$ cat src/rtl/clock_alarm_fsm.sv
// rtl/clock_alarm_fsm.sv - HH:MM:SS clock with set/inc button FSM, seconds LED bar and timed alarm
// Alarm registers, match and ring counter are built only when CLOCK_ALARM_EN is defined.
module clock_alarm_fsm #(
  parameter int TICK_DIV  = 50_000_000,
  parameter int LED_N     = 10,
  parameter int ALARM_LEN = 30
) (
  input  logic             clk,
  input  logic             rst,
  input  logic             set,
  input  logic             inc,
  input  logic             dn,
  input  logic             alm_sel,
  input  logic             alm_en,
  input  logic             ack,
  output logic [1:0]       hr_tens,
  output logic [3:0]       hr_ones,
  output logic [2:0]       min_tens,
  output logic [3:0]       min_ones,
  output logic [5:0]       sec,
  output logic [1:0]       mode,
  output logic [LED_N-1:0] leds,
  output logic             alarm
);
  localparam int PRE_W = $clog2(TICK_DIV);
  localparam logic [1:0] S_IDLE     = 2'b00;
  localparam logic [1:0] S_SET_HOUR = 2'b01;
  localparam logic [1:0] S_SET_MIN  = 2'b10;

  logic [PRE_W-1:0] pre_q, pre_d;
  logic             set_q, inc_q;
  logic [1:0]       mode_q, mode_d;
  logic [5:0]       hr_q, hr_d, min_q, min_d, sec_q, sec_d;
  logic [1:0]       hr_tens_q, hr_tens_d;
  logic [3:0]       hr_ones_q, hr_ones_d;
  logic [2:0]       min_tens_q, min_tens_d;
  logic [3:0]       min_ones_q, min_ones_d;
  logic [LED_N-1:0] leds_q, leds_d;
  logic             set_ev, inc_ev, tick, time_run, alm_sel_eff;
  logic [5:0]       disp_hr, disp_min;
  int               led_k;

  function automatic logic [5:0] step(input logic [5:0] v, input logic [5:0] top, input logic down);
    if (down) return (v == 6'd0) ? top : v - 6'd1;
    return (v == top) ? 6'd0 : v + 6'd1;
  endfunction

  always_comb begin
    set_ev   = set & ~set_q;
    inc_ev   = inc & ~inc_q;
    tick     = (pre_q == PRE_W'(TICK_DIV - 1));
    time_run = (mode_q == S_IDLE) || alm_sel_eff;
    pre_d    = tick ? '0 : pre_q + PRE_W'(1);

    mode_d = mode_q;
    case (mode_q)
      S_IDLE:     if (set_ev) mode_d = S_SET_HOUR;
      S_SET_HOUR: if (set_ev) mode_d = S_SET_MIN;
      S_SET_MIN:  if (set_ev) mode_d = S_IDLE;
      default:    mode_d = S_IDLE;
    endcase

    sec_d = sec_q;
    min_d = min_q;
    hr_d  = hr_q;
    if (tick && time_run) begin
      if (sec_q == 6'd59) begin
        sec_d = '0;
        if (min_q == 6'd59) begin
          min_d = '0;
          hr_d  = (hr_q == 6'd23) ? 6'd0 : hr_q + 6'd1;
        end else begin
          min_d = min_q + 6'd1;
        end
      end else begin
        sec_d = sec_q + 6'd1;
      end
    end

    if (inc_ev && !alm_sel_eff) begin
      if (mode_q == S_SET_HOUR)     hr_d  = step(hr_q, 6'd23, dn);
      else if (mode_q == S_SET_MIN) min_d = step(min_q, 6'd59, dn);
    end

    // Entering a time edit restarts the current second from zero
    if (set_ev && mode_q == S_IDLE && !alm_sel_eff) begin
      sec_d = '0;
      pre_d = '0;
    end
  end

  always_comb begin
    hr_tens_d  = 2'(disp_hr / 6'd10);
    hr_ones_d  = 4'(disp_hr % 6'd10);
    min_tens_d = 3'(disp_min / 6'd10);
    min_ones_d = 4'(disp_min % 6'd10);
    led_k      = ((int'(sec_d) + 1) * LED_N) / 60;
    leds_d     = '0;
    for (int i = 0; i < LED_N; i++) leds_d[i] = (i < led_k);
  end

  always_ff @(posedge clk) begin
    if (!rst) begin
      pre_q      <= '0;
      set_q      <= 1'b0;
      inc_q      <= 1'b0;
      mode_q     <= S_IDLE;
      hr_q       <= '0;
      min_q      <= '0;
      sec_q      <= '0;
      hr_tens_q  <= '0;
      hr_ones_q  <= '0;
      min_tens_q <= '0;
      min_ones_q <= '0;
      leds_q     <= '0;
    end else begin
      pre_q      <= pre_d;
      set_q      <= set;
      inc_q      <= inc;
      mode_q     <= mode_d;
      hr_q       <= hr_d;
      min_q      <= min_d;
      sec_q      <= sec_d;
      hr_tens_q  <= hr_tens_d;
      hr_ones_q  <= hr_ones_d;
      min_tens_q <= min_tens_d;
      min_ones_q <= min_ones_d;
      leds_q     <= leds_d;
    end
  end

`ifdef CLOCK_ALARM_EN
  logic [5:0] ahr_q, ahr_d, amin_q, amin_d, ring_q, ring_d;
  logic       alarm_q, alarm_d, match;

  assign alm_sel_eff = alm_sel;
  assign disp_hr     = (mode_d != S_IDLE && alm_sel) ? ahr_d  : hr_d;
  assign disp_min    = (mode_d != S_IDLE && alm_sel) ? amin_d : min_d;

  always_comb begin
    ahr_d   = ahr_q;
    amin_d  = amin_q;
    ring_d  = ring_q;
    alarm_d = alarm_q;
    if (inc_ev && alm_sel) begin
      if (mode_q == S_SET_HOUR)     ahr_d  = step(ahr_q, 6'd23, dn);
      else if (mode_q == S_SET_MIN) amin_d = step(amin_q, 6'd59, dn);
    end
    // A match wins over ack so a held ack still lets the ring show for one cycle
    match = tick && mode_q == S_IDLE && sec_q == 6'd59 && alm_en &&
            hr_d == ahr_q && min_d == amin_q;
    if (match) begin
      alarm_d = 1'b1;
      ring_d  = 6'(ALARM_LEN);
    end else if (ack || !alm_en) begin
      alarm_d = 1'b0;
      ring_d  = '0;
    end else if (tick && ring_q != 6'd0) begin
      ring_d  = ring_q - 6'd1;
      alarm_d = (ring_q != 6'd1);
    end
  end

  always_ff @(posedge clk) begin
    if (!rst) begin
      ahr_q   <= '0;
      amin_q  <= '0;
      ring_q  <= '0;
      alarm_q <= 1'b0;
    end else begin
      ahr_q   <= ahr_d;
      amin_q  <= amin_d;
      ring_q  <= ring_d;
      alarm_q <= alarm_d;
    end
  end

  assign alarm = alarm_q;
`else
  logic unused_alm;
  assign unused_alm  = ^{alm_sel, alm_en, ack};
  assign alm_sel_eff = 1'b0;
  assign disp_hr     = hr_d;
  assign disp_min    = min_d;
  assign alarm       = 1'b0;
`endif

  assign hr_tens  = hr_tens_q;
  assign hr_ones  = hr_ones_q;
  assign min_tens = min_tens_q;
  assign min_ones = min_ones_q;
  assign sec      = sec_q;
  assign mode     = mode_q;
  assign leds     = leds_q;
endmodule

$ cat config.mk
export PLATFORM = sky130hd
export DESIGN_NAME = clock_alarm_fsm
export DESIGN_NICKNAME = d
export VERILOG_FILES = /design/src/rtl/clock_alarm_fsm.sv
export SDC_FILE = /design/constraint.sdc
export NUM_CORES = 1
export LEC_CHECK = 0
export ABC_AREA = 0
export CORE_MARGIN = 5
export CORE_UTILIZATION = 54
export DETAILED_ROUTE_END_ITERATION = 10
export PLACE_DENSITY = 0.88
export SLEW_MARGIN = 20
export SYNTH_ARGS = -nofsm -noshare
export SYNTH_HDL_FRONTEND = slang
export SYNTH_SLANG_ARGS = --single-unit
$ cat constraint.sdc
create_clock -name clk -period 8.9 [get_ports clk]
set_clock_uncertainty 0.05 [all_clocks]
set_input_delay 1.78 -clock clk [delete_from_list [all_inputs] [get_ports clk]]
set_output_delay 1.78 -clock clk [all_outputs]
set_load 0.01 [all_outputs]
==> results of run 1 <==
## power by group through the flow
stage          combinational (uW)  clock, uW  sequential, uW
6_report                     74.5        291             323
5_1_grt                      82.3        306             324
3_5_place_dp                 72.8          0             330
4_1_cts                      73.1        292             322
2_1_floorplan                51.9          0             328
3_3_place_gp                 69.1          0             329
## path summary, 6_finish.rpt
check	start	to	slack, ns	depth (start not counted)
setup reg to reg	pre_q[0]	leds[8]	1.11	31
hold / removal	pre_q[0]	pre_q[0]	0.44	1
hold reg to reg	pre_q[0]	pre_q[0]	0.44	1
setup / recovery	set	leds[8]	0.59	29
## repair_timing
| action | CTS | global route |
|---|---|---|
| setup buffers | 0 | 2 |
| endpoints found under the hold margin | 0 | 0 |
| setup endpoints to repair | 0 | 6 |
| resized for setup | 0 | 24 |
## state kept, by name (all words and copies together) (netlist names)
signal and count:
pre_q 26, leds 10, hr_q 6, min_q 6, sec 6, hr_ones 3, min_ones 3, min_tens 3
hr_tens 2, mode 2, inc_q 1, set_q 1
## final cells by class
class                           instances  area, um^2  share of cell area (%)
Multi-Input combinational cell        552        3760                    60.4
Clock buffer                           10         138                    2.21
Timing Repair Buffer                   67         593                    9.54
Sequential cell                        69        1380                    22.2
Clock inverter                          6        86.3                    1.39
Inverter                               26        97.6                    1.57
Tap cell                              133         166                    2.68
## kinds of logic after synthesis
| group | synth area share, % |
|---|---|
| other cells | 0.0714 |
| flops | 26.3 |
| fa+ha+maj | 5.34 |
| mux | 3.36 |
| buf+inv | 4.38 |
| simple gates | 31.1 |
| compound gates | 21.0 |
| xor+xnor | 8.48 |
## worst register-to-register path, delay by kind of cell, from the launching register on
kind / cells / cell delay, ns
xor gates and xnor gates: 1 / 0.10
AOI/OAI and AO/OA: 11 / 2.35
adders and majority gates: 4 / 1.23
muxes: 2 / 0.50
buffers and inverters: 3 / 0.29
and+or+nand+nor: 10 / 2.82
DFF: 1 / 0.40
## metrics by stage
stage | hold WS [ns] | setup slack, ns | std cells | area (um^2)
2_1_floorplan | 0.392 | 0.107 | 675 | 5250
3_3_place_gp | 0.412 | 0.0215 | 845 | 5870
3_5_place_dp | 0.424 | -0.305 | 845 | 5870
4_1_cts | 0.436 | 0.0502 | 861 | 6090
5_1_grt | 0.518 | 0.226 | 863 | 6220
6_report | 0.439 | 0.585 | 863 | 6220
## cells in the final DEF (no fill, tap or decap), drive strengths merged, types with 5 or more instances in the layout
| cell | n |
|---|---|
| nor3 | 28 |
| a21oi | 36 |
| nor2b | 7 |
| nand4 | 6 |
| and2 | 18 |
| xnor2 | 29 |
| inv | 25 |
| clkdlybuf4s50 | 34 |
| nand2b | 6 |
| and3 | 9 |
| nand2 | 66 |
| nand3 | 25 |
| clkbuf | 10 |
| nor2 | 84 |
| nor4 | 8 |
| or3 | 17 |
| or2 | 5 |
| nand3b | 5 |
| xor2 | 21 |
| a31oi | 8 |
| o21ai | 35 |
| o31ai | 9 |
| mux2i | 10 |
| nor3b | 7 |
| a211oi | 9 |
| ha | 20 |
| o211ai | 11 |
| dfxtp | 69 |
| and4 | 7 |
| buf | 32 |
## layer usage
metal / track usage, % / vias to the layer above
met4: 7.75 / 0
met1: 27.4 / 2410
met3: 4.74 / 35
met5: 0 / -
met2: 39.1 / 213
li1: - / 2530
==> impl_metrics.toml, run 1 <==
[run_status]
status = "complete, no violations"

[pwr]
pwr-share-comb_pct = 10.8
p_seq_share_pct = 46.9
power_frac_clock_pct = 42.3
internal-power_uw = 513
switching_power_uw = 175
p_per_area_nw_per_um2 = 111
total_power_uw = 688
p_leak_uw = 0.00243
sw_frac_of_total_pct = 25.5
peakVddDrop_mv = 0.0911

[detailed_routing]
wl_met3_um = 912
wire_per_inst_um = 15.3
via_count = 5188
top_layer = "met4"
firstDrtPassIters = 5
first_iter_violations = 523
met2_length_um = 6410
drc = 0
wirelength_um = 13200
via_per_inst = 6.01
postRouteAntennaNets = 0
wl_met1_um = 5630

[sta]
finalHoldViolations = 0
slew_headroom_pct = 39.1
final-max-slew-violation-count = 0
period_share_pct = 93.4
rsz0062_at_grt = "false"
worst_pin_slew_ns = 0.911
setup_viol = 0
period_minus_slack_ns = 8.31
clock.fmax_mhz = 120
finalSetupTns_ns = 0

[clocking]
tritoncts = "yes"
cts_hold_buffers = 0
cts_max_level = 3
cts_made_buffers = 9
clk_path_buf_depth = 2
clock_latency_ns = 0.36
clkTransAtPathRegs_ns = 0.08
clockRootBuffer = "clkbuf_8"
cts_sinks = 69

[global_route]
grt_start_max_net_pins = 27
grt_pass1_wl_um = 22100
grt_pass1_vias = 4909
overflow = 0
track_usage_pct = 22.4
antenna_found_initial = 0

[setup_path]
slowest_stage = "or4_4"
crit_path_start_kind = "primary input"
critical_path.max_stage_delay_ns = 0.56
cp_data_required_time_ns = 9.13
crit_type = "in -> reg"
cp_num_buf_inv = 4
crit_family = "simple AND/OR/NAND/NOR gates"
worst_ep_arrival_time_ns = 8.55
worst_setup_path_end_kind = "flop"
crit_fanout = 5

[die]
coreArea_um2 = 9640
ios = 40
die_y_um = 109
die_area_um2 = 11800
fp-row-count = 36
die_x_um = 109
initial_utilization_pct = 54.5

[logic_synthesis]
synth-seq-area-share_pct = 26.3
syn_inst = 675
synth_nets = 704
synth_common_cells = "84 x nor2_1, 69 x dfxtp_1, 66 x nand2_1"
yosysTopAreaCell = "dfxtp_1"
synth_flop_cell = "dfxtp_1"
ys_ff_latch = 69
yosys_warnings = 0
syn_avg_cell_area_um2 = 7.78
synthTopCellsByArea = "dfxtp_1 26%, nor2_1 6.0%, ha_1 4.8%"
synth_edf_count = 0
yosys.cell_types.count = 95
async_reset_ff_share_pct = 0
synth.most_common_cell = "nor2_1"
yosys.area.top_type_share_pct = 26.3
synthesis.area_um2 = 5250

[place]
io_buffers = 35
dp_hpwl_um = 9670
place_congestion = 0.909

[cells_and_area]
layout-drive-gt1-share_pct = 13.7
nFillCells = 776
syn_to_final_growth_pct = 18.4
diodes = 0
finalNetCount = 754
fin_util_pct = 64.5

[run]
cap_violations = 0

[worst_hold_path]
hp-class = "reg -> reg"
Note: power is estimated with default switching activity, not from simulation.
==> inputs of run 2 (changes only) <==
CORE_UTILIZATION = 60   (was 54)
PLACE_DENSITY = 0.92   (was 0.88)
clock period = 9.25 ns   (was 8.9 ns; I/O delays follow)
==> run 2 against run 1 <==
  * Sequential share of layout area grew 0.62 points
  * Cell area shrank 2.7%
  * Critical path depth shrank 1
  * Flip-flop and latch count is the same
  * Register-to-register slack is essentially flat
  * First-iteration DRC count grew 3.1%
==> impl_metrics.toml, run 2 (same netlist as run 1, synthesis figures left out) <==
[place]
place_congestion = 0.984
dp_hpwl_um = 9700
pre_cts_ws_ns = -0.213
io_buffers = 35

[setup_path]
rr_endpoint = "leds[8]"
reg2reg_from = "pre_q[0]"
timing.critical_path.mode_cell = "ha_1"
slowest_stage = "or4_1"
critical_path.max_stage_delay_ns = 0.56
crit_type = "in -> reg"
reg2reg_depth = 30
worstSetupStartpoint = "set"
cp_data_required_time_ns = 9.47
crit_fanout = 5
crit_path_start_kind = "primary input"
rrSetupSlack_ns = 1.11
worst_setup_path_end_kind = "flop"
worst_ep_arrival_time_ns = 9.26

[detailed_routing]
firstDrtPassIters = 5
wire_per_inst_um = 16.8
wirelength_um = 13900
postRouteAntennaNets = 0
via_per_inst = 6.53
first_iter_violations = 539
drc = 0
via_count = 5389

[die]
ios = 40
die_x_um = 104
die_y_um = 104
die_area_um2 = 10700
coreArea_um2 = 8640
initial_utilization_pct = 60.8
fp-row-count = 34

[cells_and_area]
layout-drive-gt1-share_pct = 11.2
largest_reg_flops = 26
finalNetCount = 742
most-common-layout-cells = "84 x nor2_1, 69 x dfxtp_1, 65 x nand2_1"
syn_to_final_growth_pct = 15.2
fin_util_pct = 70.1
layout_commonest_cell = "nor2_1"
regMostFlops = "pre_q"
diodes = 0

[pwr]
p_per_area_nw_per_um2 = 107
total_power_uw = 650
peakVddDrop_mv = 0.0875
p_leak_uw = 0.00232

[sta]
setup_viol = 0
setup_slack_ns = 0.213
slew_headroom_pct = 37.5
worst_pin_slew_ns = 0.935
period_share_pct = 97.7
period_minus_slack_ns = 9.04
clock.fmax_mhz = 111
final-max-slew-violation-count = 0
finalHoldViolations = 0
whs_ns = 0.433

[clocking]
cts_max_level = 3
cts_made_buffers = 9
clk_path_buf_depth = 2
tritoncts = "yes"
cts_sinks = 69
clkTransAtPathRegs_ns = 0.08
clock_latency_ns = 0.35
clockRootBuffer = "clkbuf_8"
cts_hold_buffers = 0

[worst_hold_path]
hold_end = "pre_q[0]"
min_from = "pre_q[0]"
hp-class = "reg -> reg"
whs_path_depth = 1

[global_route]
grt_pass1_wl_um = 22500
grt_start_max_net_pins = 27
antenna_found_initial = 0
grt_pass1_vias = 5111
track_usage_pct = 23.8
overflow = 0

[run_status]
status = "complete, no violations"

[run]
cap_violations = 0
-- run 2: cell count changes in the layout (fill, tap and decap cells not counted), moves of 2 or more --
cell / change
buf_4: -12
nor3_1: +2
nor3_2: -2
xnor2_1: +2
xnor2_2: -2
-- run 2: worst max path at each step --
stage | endpoint | slack (ns) | depth (start not counted)
2_1_floorplan | leds[0] | 0.39 | 30
3_5_place_dp | leds[0] | -0.21 | 30
6_report | leds[8] | 0.21 | 28
4_1_cts | leds[8] | 0.15 | 30
5_1_grt | leds[8] | -0.14 | 29
3_3_place_gp | leds[8] | 0.09 | 30
-- run 2: final cells by class --
cell class / count / area [um^2]
Inverter: 26 / 97.6
Timing Repair Buffer: 55 / 500
Sequential cell: 69 / 1380
Multi-Input combinational cell: 552 / 3720
Tap cell: 108 / 135
Fill cell: 627 / 2580
Clock buffer: 9 / 124
Clock inverter: 6 / 88.8
-- run 2: per-layer routing --
metal	global-route usage, %	vias to the layer above	routed length (um)
li1	-	2510	-
met1	28.9	2504	5390
met2	41.1	310	6790
met3	4.98	65	1230
met4	9.28	0	478
met5	0	-	0
-- run 2: power by group --
part           switching, uW  internal [uW]  total, uW  leakage, uW
clock                    117            150        267     0.000101
combinational           41.2           30.9       72.1      0.00166
sequential              7.55            304        311     0.000558
-- run 2: timing repair --
item                                    4_1_cts  5_1_grt
buffers inserted                              0        3
resized for setup                             0       15
endpoints found under the setup margin        0        6
-- run 2: metrics by stage --
| stage | cells | instance area (um^2) | setup TNS (ns) |
|---|---|---|---|
| 6_report | 825 | 6050 | 0 |
| 5_1_grt | 825 | 6050 | -0.527 |
| 4_1_cts | 822 | 5950 | 0 |
| 3_5_place_dp | 807 | 5740 | -0.914 |
| 3_3_place_gp | 807 | 5740 | 0 |
| 2_1_floorplan | 675 | 5250 | 0 |
-- run 2: worst max-delay path, delay by kind of cell --
family / cells / cell delay [ns]
buffers and inverters: 4 / 0.92
adders and majority gates: 3 / 0.89
AOI/OAI and AO/OA: 8 / 1.79
muxes: 3 / 0.79
and+or+nand+nor: 10 / 2.99
==> inputs of run 3 (changes only) <==
SLEW_MARGIN = 15   (was 20)
==> results of run 3 <==
The final DEF is identical to that of run 2; final timing and power are the same.
